--- src/rtl/mem_wb_writeback_pkg.sv ---
// Shared constants and load-op encoding for the MEM/WB writeback slice.
package mem_wb_writeback_pkg;

   localparam int REG_DATA_W = 32;
   localparam int REG_ADDR_W = 5;

   localparam logic RST_ENABLE    = 1'b0;
   localparam logic WRITE_ENABLE  = 1'b1;
   localparam logic WRITE_DISABLE = 1'b0;

   typedef enum logic [2:0] {
      LD_LB  = 3'd0,
      LD_LBU = 3'd1,
      LD_LH  = 3'd2,
      LD_LHU = 3'd3,
      LD_LW  = 3'd4,
      LD_LWL = 3'd5,
      LD_LWR = 3'd6
   } load_op_e;

endpackage

--- src/rtl/mem_wb_writeback_if.sv ---
// MEM-stage slot entering WB and the registered regfile / HI-LO write ports leaving it.
interface mem_wb_writeback_if
   import mem_wb_writeback_pkg::*;
#(
   parameter int DATA_W = REG_DATA_W,
   parameter int ADDR_W = REG_ADDR_W,
   parameter int CNT_W  = 32
);
   logic              mem_valid;
   logic [ADDR_W-1:0] mem_waddr;
   logic              mem_we;
   logic [DATA_W-1:0] mem_wdata;
   logic              mem_is_load;
   logic [2:0]        mem_load_op;
   logic [1:0]        mem_addr_lo;
   logic [DATA_W-1:0] mem_load_data;
   logic [DATA_W-1:0] mem_rt_data;
   logic              mem_whilo;
   logic [DATA_W-1:0] mem_hi;
   logic [DATA_W-1:0] mem_lo;

   logic [ADDR_W-1:0] wb_waddr;
   logic [DATA_W-1:0] wb_wdata;
   logic              wb_we;
   logic              wb_whilo;
   logic [DATA_W-1:0] wb_hi;
   logic [DATA_W-1:0] wb_lo;
   logic [CNT_W-1:0]  wb_retire_cnt;

   modport master (
      output mem_valid, mem_waddr, mem_we, mem_wdata, mem_is_load, mem_load_op,
             mem_addr_lo, mem_load_data, mem_rt_data, mem_whilo, mem_hi, mem_lo,
      input  wb_waddr, wb_wdata, wb_we, wb_whilo, wb_hi, wb_lo, wb_retire_cnt
   );

   modport slave (
      input  mem_valid, mem_waddr, mem_we, mem_wdata, mem_is_load, mem_load_op,
             mem_addr_lo, mem_load_data, mem_rt_data, mem_whilo, mem_hi, mem_lo,
      output wb_waddr, wb_wdata, wb_we, wb_whilo, wb_hi, wb_lo, wb_retire_cnt
   );
endinterface

--- src/rtl/mem_wb_writeback_load_align.sv ---
// Big-endian load formatter: picks the addressed byte/half/word and merges LWL/LWR with old rt.
module load_align
   import mem_wb_writeback_pkg::*;
(
   input  logic [2:0]            load_op,
   input  logic [1:0]            addr_lo,
   input  logic [REG_DATA_W-1:0] mem_data,
   input  logic [REG_DATA_W-1:0] rt_data,
   output logic [REG_DATA_W-1:0] aligned
);
   logic [7:0]  byte_sel;
   logic [15:0] half_sel;

   always_comb begin
      byte_sel = mem_data[31:24];
      case (addr_lo)
         2'd0: byte_sel = mem_data[31:24];
         2'd1: byte_sel = mem_data[23:16];
         2'd2: byte_sel = mem_data[15:8];
         2'd3: byte_sel = mem_data[7:0];
      endcase
      // addr_lo[0] is deliberately ignored for halfwords
      half_sel = addr_lo[1] ? mem_data[15:0] : mem_data[31:16];

      aligned = '0;
      case (load_op)
         LD_LB:  aligned = {{24{byte_sel[7]}}, byte_sel};
         LD_LBU: aligned = {24'd0, byte_sel};
         LD_LH:  aligned = {{16{half_sel[15]}}, half_sel};
         LD_LHU: aligned = {16'd0, half_sel};
         LD_LW:  aligned = mem_data;
         LD_LWL: begin
            case (addr_lo)
               2'd0: aligned = mem_data;
               2'd1: aligned = {mem_data[23:0], rt_data[7:0]};
               2'd2: aligned = {mem_data[15:0], rt_data[15:0]};
               2'd3: aligned = {mem_data[7:0],  rt_data[23:0]};
            endcase
         end
         LD_LWR: begin
            case (addr_lo)
               2'd0: aligned = {rt_data[31:8],  mem_data[31:24]};
               2'd1: aligned = {rt_data[31:16], mem_data[31:16]};
               2'd2: aligned = {rt_data[31:24], mem_data[31:8]};
               2'd3: aligned = mem_data;
            endcase
         end
         default: aligned = '0;
      endcase
   end
endmodule

--- src/rtl/mem_wb_writeback.sv ---
// MEM/WB pipeline register: formats load data, applies flush/stall priority, counts retirements.
module mem_wb_writeback
   import mem_wb_writeback_pkg::*;
#(
   parameter int DATA_W = REG_DATA_W,
   parameter int ADDR_W = REG_ADDR_W,
   parameter int CNT_W  = 32
)(
   input  logic               clk,
   input  logic               rst,
   input  logic               stall_mem,
   input  logic               stall_wb,
   input  logic               flush,
   mem_wb_writeback_if.slave  bus
);
   logic [DATA_W-1:0] aligned;

   load_align u_load_align (
      .load_op  (bus.mem_load_op),
      .addr_lo  (bus.mem_addr_lo),
      .mem_data (bus.mem_load_data),
      .rt_data  (bus.mem_rt_data),
      .aligned  (aligned)
   );

   always_ff @(posedge clk) begin
      if (rst == RST_ENABLE) begin
         bus.wb_waddr      <= '0;
         bus.wb_wdata      <= '0;
         bus.wb_we         <= WRITE_DISABLE;
         bus.wb_whilo      <= WRITE_DISABLE;
         bus.wb_hi         <= '0;
         bus.wb_lo         <= '0;
         bus.wb_retire_cnt <= '0;
      end else if (flush || (stall_mem && !stall_wb)) begin
         bus.wb_waddr <= '0;
         bus.wb_wdata <= '0;
         bus.wb_we    <= WRITE_DISABLE;
         bus.wb_whilo <= WRITE_DISABLE;
         bus.wb_hi    <= '0;
         bus.wb_lo    <= '0;
      end else if (!stall_wb) begin
         // writes to $0 die here so the regfile never has to filter them
         bus.wb_waddr      <= bus.mem_waddr;
         bus.wb_wdata      <= bus.mem_is_load ? aligned : bus.mem_wdata;
         bus.wb_we         <= (bus.mem_valid && (bus.mem_we == WRITE_ENABLE) &&
                               (bus.mem_waddr != '0)) ? WRITE_ENABLE : WRITE_DISABLE;
         bus.wb_whilo      <= (bus.mem_valid && (bus.mem_whilo == WRITE_ENABLE)) ?
                              WRITE_ENABLE : WRITE_DISABLE;
         bus.wb_hi         <= bus.mem_hi;
         bus.wb_lo         <= bus.mem_lo;
         bus.wb_retire_cnt <= bus.wb_retire_cnt + CNT_W'(bus.mem_valid);
      end
   end
endmodule

--- src/flat_wrapper.sv ---
// flat-port wrapper written by rule: the top's interface ports become plain ports
module mem_wb_writeback_flat import mem_wb_writeback_pkg::*;
#(
   parameter int DATA_W = REG_DATA_W,
   parameter int ADDR_W = REG_ADDR_W,
   parameter int CNT_W  = 32
)
  (clk, rst, stall_mem, stall_wb, flush, bus_mem_valid, bus_mem_waddr, bus_mem_we, bus_mem_wdata, bus_mem_is_load, bus_mem_load_op, bus_mem_addr_lo, bus_mem_load_data, bus_mem_rt_data, bus_mem_whilo, bus_mem_hi, bus_mem_lo, bus_wb_waddr, bus_wb_wdata, bus_wb_we, bus_wb_whilo, bus_wb_hi, bus_wb_lo, bus_wb_retire_cnt);
  mem_wb_writeback_if #(.DATA_W(DATA_W), .ADDR_W(ADDR_W), .CNT_W(CNT_W)) bus_i ();
  input  logic clk;
  input  logic rst;
  input  logic stall_mem;
  input  logic stall_wb;
  input  logic flush;
  input wire logic [$bits(bus_i.mem_valid)-1:0] bus_mem_valid;
  input wire logic [$bits(bus_i.mem_waddr)-1:0] bus_mem_waddr;
  input wire logic [$bits(bus_i.mem_we)-1:0] bus_mem_we;
  input wire logic [$bits(bus_i.mem_wdata)-1:0] bus_mem_wdata;
  input wire logic [$bits(bus_i.mem_is_load)-1:0] bus_mem_is_load;
  input wire logic [$bits(bus_i.mem_load_op)-1:0] bus_mem_load_op;
  input wire logic [$bits(bus_i.mem_addr_lo)-1:0] bus_mem_addr_lo;
  input wire logic [$bits(bus_i.mem_load_data)-1:0] bus_mem_load_data;
  input wire logic [$bits(bus_i.mem_rt_data)-1:0] bus_mem_rt_data;
  input wire logic [$bits(bus_i.mem_whilo)-1:0] bus_mem_whilo;
  input wire logic [$bits(bus_i.mem_hi)-1:0] bus_mem_hi;
  input wire logic [$bits(bus_i.mem_lo)-1:0] bus_mem_lo;
  output wire logic [$bits(bus_i.wb_waddr)-1:0] bus_wb_waddr;
  output wire logic [$bits(bus_i.wb_wdata)-1:0] bus_wb_wdata;
  output wire logic [$bits(bus_i.wb_we)-1:0] bus_wb_we;
  output wire logic [$bits(bus_i.wb_whilo)-1:0] bus_wb_whilo;
  output wire logic [$bits(bus_i.wb_hi)-1:0] bus_wb_hi;
  output wire logic [$bits(bus_i.wb_lo)-1:0] bus_wb_lo;
  output wire logic [$bits(bus_i.wb_retire_cnt)-1:0] bus_wb_retire_cnt;
  assign bus_i.mem_valid = bus_mem_valid;
  assign bus_i.mem_waddr = bus_mem_waddr;
  assign bus_i.mem_we = bus_mem_we;
  assign bus_i.mem_wdata = bus_mem_wdata;
  assign bus_i.mem_is_load = bus_mem_is_load;
  assign bus_i.mem_load_op = bus_mem_load_op;
  assign bus_i.mem_addr_lo = bus_mem_addr_lo;
  assign bus_i.mem_load_data = bus_mem_load_data;
  assign bus_i.mem_rt_data = bus_mem_rt_data;
  assign bus_i.mem_whilo = bus_mem_whilo;
  assign bus_i.mem_hi = bus_mem_hi;
  assign bus_i.mem_lo = bus_mem_lo;
  assign bus_wb_waddr = bus_i.wb_waddr;
  assign bus_wb_wdata = bus_i.wb_wdata;
  assign bus_wb_we = bus_i.wb_we;
  assign bus_wb_whilo = bus_i.wb_whilo;
  assign bus_wb_hi = bus_i.wb_hi;
  assign bus_wb_lo = bus_i.wb_lo;
  assign bus_wb_retire_cnt = bus_i.wb_retire_cnt;
  mem_wb_writeback #(.DATA_W(DATA_W), .ADDR_W(ADDR_W), .CNT_W(CNT_W)) u_core (.clk(clk), .rst(rst), .stall_mem(stall_mem), .stall_wb(stall_wb), .flush(flush), .bus(bus_i));
endmodule
--- config.mk ---
export PLATFORM = sky130hd
export DESIGN_NAME = mem_wb_writeback_flat
export DESIGN_NICKNAME = d
export VERILOG_FILES = /design/src/rtl/mem_wb_writeback_pkg.sv /design/src/rtl/mem_wb_writeback_if.sv /design/src/rtl/mem_wb_writeback_load_align.sv /design/src/rtl/mem_wb_writeback.sv /design/src/flat_wrapper.sv
export SDC_FILE = /design/constraint.sdc
export NUM_CORES = 1
export LEC_CHECK = 0
export CORE_AREA = 2 2 111 156
export DETAILED_ROUTE_END_ITERATION = 10
export DIE_AREA = 0 0 113 158
export GPL_ROUTABILITY_DRIVEN = 0
export PLACE_DENSITY_LB_ADDON = 0.15
export SYNTH_ARGS = -nofsm -noshare
export SYNTH_HDL_FRONTEND = slang
export SYNTH_SLANG_ARGS = --single-unit
export TNS_END_PERCENT = 50
--- constraint.sdc ---
create_clock -name clk -period 5.9 [get_ports clk]
set_clock_uncertainty 0.1 [all_clocks]
set_input_delay 0.885 -clock clk [delete_from_list [all_inputs] [get_ports clk]]
set_output_delay 0.885 -clock clk [all_outputs]
set_load 0.03 [all_outputs]
==> report_table.html <==
<table>
<tr><th>Metric</th><th>Value</th></tr>
<tr><th colspan="2">Outcome</th></tr>
<tr><td>Outcome</td><td>finished with violations</td></tr>
<tr><td>Violations in the final reports</td><td>DRC</td></tr>
<tr><th colspan="2">Power and ir drop</th></tr>
<tr><td>Power density over the cells</td><td>219 mW/mm²</td></tr>
<tr><td>Leakage</td><td>4.10 nW</td></tr>
<tr><td>Worst vdd ir</td><td>0.000249 V</td></tr>
<tr><th colspan="2">Floorplanning</th></tr>
<tr><td>Vertical extent of the die</td><td>158 µm</td></tr>
<tr><td>Core area</td><td>0.0165 mm²</td></tr>
<tr><td>Floorplan die area</td><td>0.0179 mm²</td></tr>
<tr><td>Die Width</td><td>113 µm</td></tr>
<tr><td>Starting density of the core</td><td>46.0%</td></tr>
<tr><td>Num ports</td><td>314</td></tr>
<tr><td>Placement row count</td><td>56</td></tr>
<tr><th colspan="2">Global route</th></tr>
<tr><td>Overall track demand over capacity in global routing</td><td>29.5%</td></tr>
<tr><td>Overflow after GRT</td><td>0</td></tr>
<tr><td>Number of global-route vias before repair</td><td>7783</td></tr>
<tr><td>Wire length of the first global-routing pass</td><td>41600 µm</td></tr>
<tr><td>Initial antenna violation count</td><td>0</td></tr>
<tr><td>Maximum number of pins on one net before global-route repair</td><td>81</td></tr>
<tr><th colspan="2">STA</th></tr>
<tr><td>Unrepaired setup endpoints after global routing</td><td>no</td></tr>
<tr><td>Final Hold Vio Count</td><td>0</td></tr>
<tr><td>Setup TNS</td><td>0 ps</td></tr>
<tr><td>Final period demand of the worst path</td><td>3710 ps</td></tr>
<tr><td>Max Slew Vio Count</td><td>0</td></tr>
<tr><td>Final Cycle Share</td><td>62.9%</td></tr>
<tr><td>Final setup violation count</td><td>0</td></tr>
<tr><td>Highest attainable clock frequency</td><td>270 MHz</td></tr>
<tr><td>Slew @ Worst Pin</td><td>1260 ps</td></tr>
<tr><td>Slew Limit Headroom</td><td>15.8%</td></tr>
<tr><th colspan="2">Route</th></tr>
<tr><td>Routed length per instance</td><td>20.2 µm</td></tr>
<tr><td>Post-DR vias/cell</td><td>6.00</td></tr>
<tr><td>DRT Pass-1 Iters</td><td>9</td></tr>
<tr><td>Post-Route WL</td><td>27000 µm</td></tr>
<tr><td>Initial detailed-routing violation count</td><td>691</td></tr>
<tr><td>DR vias</td><td>8010</td></tr>
<tr><td>Remaining antenna violation count</td><td>0</td></tr>
<tr><td>Drt drc</td><td>18</td></tr>
<tr><th colspan="2">Yosys</th></tr>
<tr><td>Count of flip-flops with a built-in enable after synthesis</td><td>0</td></tr>
<tr><td>Post-synthesis instance area</td><td>0.00760 mm²</td></tr>
<tr><td>Syn_area_per_cell</td><td>8.90 µm²</td></tr>
<tr><td>Biggest area contributors in the synthesized netlist</td><td>sky130_fd_sc_hd__dfxtp_1, sky130_fd_sc_hd__mux2i_1, sky130_fd_sc_hd__nor2_1</td></tr>
<tr><td>Commonest cells in the synthesized netlist</td><td>sky130_fd_sc_hd__dfxtp_1, sky130_fd_sc_hd__mux2i_1, sky130_fd_sc_hd__nor2_1</td></tr>
<tr><td>Synth top area share</td><td>35.5%</td></tr>
<tr><td>Synthesized netlist net count</td><td>1035</td></tr>
<tr><td>Sequential cell area fraction in the yosys report</td><td>35.5%</td></tr>
<tr><td>Total of flip-flops plus latches after synthesis</td><td>135</td></tr>
<tr><td>Library cell with the highest instance count after synthesis</td><td>sky130_fd_sc_hd__dfxtp_1</td></tr>
<tr><td>Number of distinct library cells after synthesis</td><td>65</td></tr>
<tr><td>Number of warning messages in the yosys log</td><td>0</td></tr>
<tr><td>Cell taking the most area after synthesis</td><td>sky130_fd_sc_hd__dfxtp_1</td></tr>
<tr><td>Fraction of registers with async set/reset</td><td>0%</td></tr>
<tr><td>Most common flop cell mapped by yosys</td><td>sky130_fd_sc_hd__dfxtp_1</td></tr>
<tr><td>Cell count after synthesis</td><td>854</td></tr>
<tr><th colspan="2">Clock tree</th></tr>
<tr><td>Skew-Pair Late Insertion Delay</td><td>420 ps</td></tr>
<tr><td>Clock-pin transition on the worst setup and hold timing paths</td><td>60 ps</td></tr>
<tr><td>Number of gates given a new drive strength after cts</td><td>0</td></tr>
<tr><td>Quantity of hold-fixing buffers added after cts</td><td>0</td></tr>
<tr><td>Number of H-tree levels</td><td>4</td></tr>
<tr><td>Clock tree sinks</td><td>135</td></tr>
<tr><td>Clock root buffer</td><td>sky130_fd_sc_hd__clkbuf_16</td></tr>
<tr><td>Number of post-CTS setup repair buffers</td><td>0</td></tr>
<tr><td>Maximum buffer depth of the clock tree</td><td>2</td></tr>
<tr><td>Clock buffer count from CTS</td><td>17</td></tr>
<tr><td>CTS tree</td><td>done</td></tr>
<tr><th colspan="2">Setup path</th></tr>
<tr><td>CP required</td><td>6130 ps</td></tr>
<tr><td>Max FO, Critical Path</td><td>23</td></tr>
<tr><td>Data arrival, critical path</td><td>3940 ps</td></tr>
<tr><td>Type of the setup path with the least slack</td><td>input port to register</td></tr>
<tr><td>Startpoint type of the worst setup path</td><td>input port</td></tr>
<tr><td>Critical path endpoint category</td><td>register</td></tr>
<tr><th colspan="2">Placed design</th></tr>
<tr><td>Area of placed instances</td><td>0.0107 mm²</td></tr>
<tr><td>Detailed placer's ending HPWL</td><td>19400 µm</td></tr>
<tr><td>Count of buffers from port buffering</td><td>313</td></tr>
<tr><th colspan="2">Layout</th></tr>
<tr><td>Final instance area</td><td>0.0113 mm²</td></tr>
<tr><td>Sequential cell area</td><td>0.00270 mm²</td></tr>
<tr><td>Final Core Density</td><td>68.3%</td></tr>
<tr><td>Final #Nets</td><td>1301</td></tr>
<tr><td>Share of layout cells above drive strength 1</td><td>7.33%</td></tr>
<tr><td>ANT cells</td><td>0</td></tr>
<tr><td>Area occupied by multi-input gates</td><td>0.00454 mm²</td></tr>
<tr><td>Number of fill cells</td><td>1357</td></tr>
<tr><td>Area Growth Syn to Fin</td><td>48.5%</td></tr>
<tr><th colspan="2">Job</th></tr>
<tr><td>Max-capacitance violation count</td><td>0</td></tr>
<tr><th colspan="2">Hold path</th></tr>
<tr><td>Path type of the worst min-delay path</td><td>register to register</td></tr>
</table>
-- worst max-delay path, cell delays in order --
cell and delay, ps:
sky130_fd_sc_hd__clkdlybuf4s50_1 960, sky130_fd_sc_hd__clkinv_1 450, sky130_fd_sc_hd__a211oi_2 1120, sky130_fd_sc_hd__a22oi_1 240
sky130_fd_sc_hd__a41oi_1 280
-- stage by stage --
stage	hold slack [ps]	std cells	worst slack, ps	power [mW]
2_1_floorplan	489	854	3340	1.21
3_3_place_gp	356	1304	1980	1.43
3_5_place_dp	364	1304	1890	1.43
4_1_cts	379	1335	2280	2.48
5_1_grt	395	1335	2030	2.56
6_report	384	1335	2190	2.47
-- cells in the final DEF (no fill, tap or decap), types with 10 or more instances in the layout --
| cell type | n |
|---|---|
| sky130_fd_sc_hd__a221oi_1 | 15 |
| sky130_fd_sc_hd__nand2b_1 | 22 |
| sky130_fd_sc_hd__clkbuf_16 | 17 |
| sky130_fd_sc_hd__nor2_1 | 89 |
| sky130_fd_sc_hd__inv_1 | 18 |
| sky130_fd_sc_hd__a21oi_1 | 55 |
| sky130_fd_sc_hd__o311ai_0 | 11 |
| sky130_fd_sc_hd__a22oi_1 | 21 |
| sky130_fd_sc_hd__nand4_1 | 10 |
| sky130_fd_sc_hd__a31oi_1 | 11 |
| sky130_fd_sc_hd__clkdlybuf4s50_1 | 310 |
| sky130_fd_sc_hd__nor2b_1 | 13 |
| sky130_fd_sc_hd__mux2i_1 | 103 |
| sky130_fd_sc_hd__nand3b_1 | 10 |
| sky130_fd_sc_hd__a221o_1 | 23 |
| sky130_fd_sc_hd__mux2_2 | 17 |
| sky130_fd_sc_hd__o21ai_0 | 34 |
| sky130_fd_sc_hd__dfxtp_1 | 135 |
| sky130_fd_sc_hd__nand2_1 | 37 |
-- path summary, 6_finish.rpt --
path | from | endpoint | slack, ps | cells after the start
min | u_core.bus.wb_retire_cnt[31]$_SDFFE_PN0P_ | u_core.bus.wb_retire_cnt[31]$_SDFFE_PN0P_ | 380 | 2
max reg2reg | u_core.bus.wb_retire_cnt[0]$_SDFFE_PN0P_ | u_core.bus.wb_retire_cnt[24]$_SDFFE_PN0P_ | 3500 | 6
max | bus_mem_load_op[2] | u_core.bus.wb_wdata[27]$_SDFFE_PP0N_ | 2190 | 5
min reg2reg | u_core.bus.wb_retire_cnt[31]$_SDFFE_PN0P_ | u_core.bus.wb_retire_cnt[31]$_SDFFE_PN0P_ | 380 | 2
-- logic make-up after synthesis --
logic type | count (synthesis) | share of synthesized area [%]
AOI/OAI and AO/OA | 236 | 21.8
xor gates and xnor gates | 8 | 0.922
and+or+nand+nor | 256 | 18.1
buffers and inverters | 89 | 4.81
muxes | 128 | 18.4
DFF | 135 | 35.5
adders and majority gates | 2 | 0.329
-- power breakdown --
group	leakage, nW	total [mW]	switching, mW	internal [mW]
Sequential	1.09	0.945	0.0121	0.933
Combinational	2.73	0.475	0.240	0.235
Clock	0.272	1.05	0.432	0.623
-- layout make-up --
cell class	instances	share of cell area (%)
Clock buffer	17	3.77
Clock inverter	14	1.32
Inverter	19	0.632
Multi-Input combinational cell	630	40.2
Sequential cell	135	23.9
Tap cell	203	2.25
Timing Repair Buffer	317	27.9
-- state kept, by name, summed over array words and instances (netlist names) --
signal                    cells
u_core.bus.wb_waddr           5
u_core.bus.wb_we              1
u_core.bus.wb_lo             32
u_core.bus.wb_wdata          32
u_core.bus.wb_whilo           1
u_core.bus.wb_hi             32
u_core.bus.wb_retire_cnt     32
-- per-layer routing --
| layer | GRT usage [%] | up-vias | share of wire [%] |
|---|---|---|---|
| met2 | 48.9 | 454 | 48 |
| met3 | 9.49 | 60 | 11 |
| met4 | 12.7 | 0 | 2.9 |
| li1 | - | 3749 | - |
| met1 | 35.0 | 3747 | 38 |
| met5 | 0 | - | 0 |
Power figures use the tool's default switching activity.
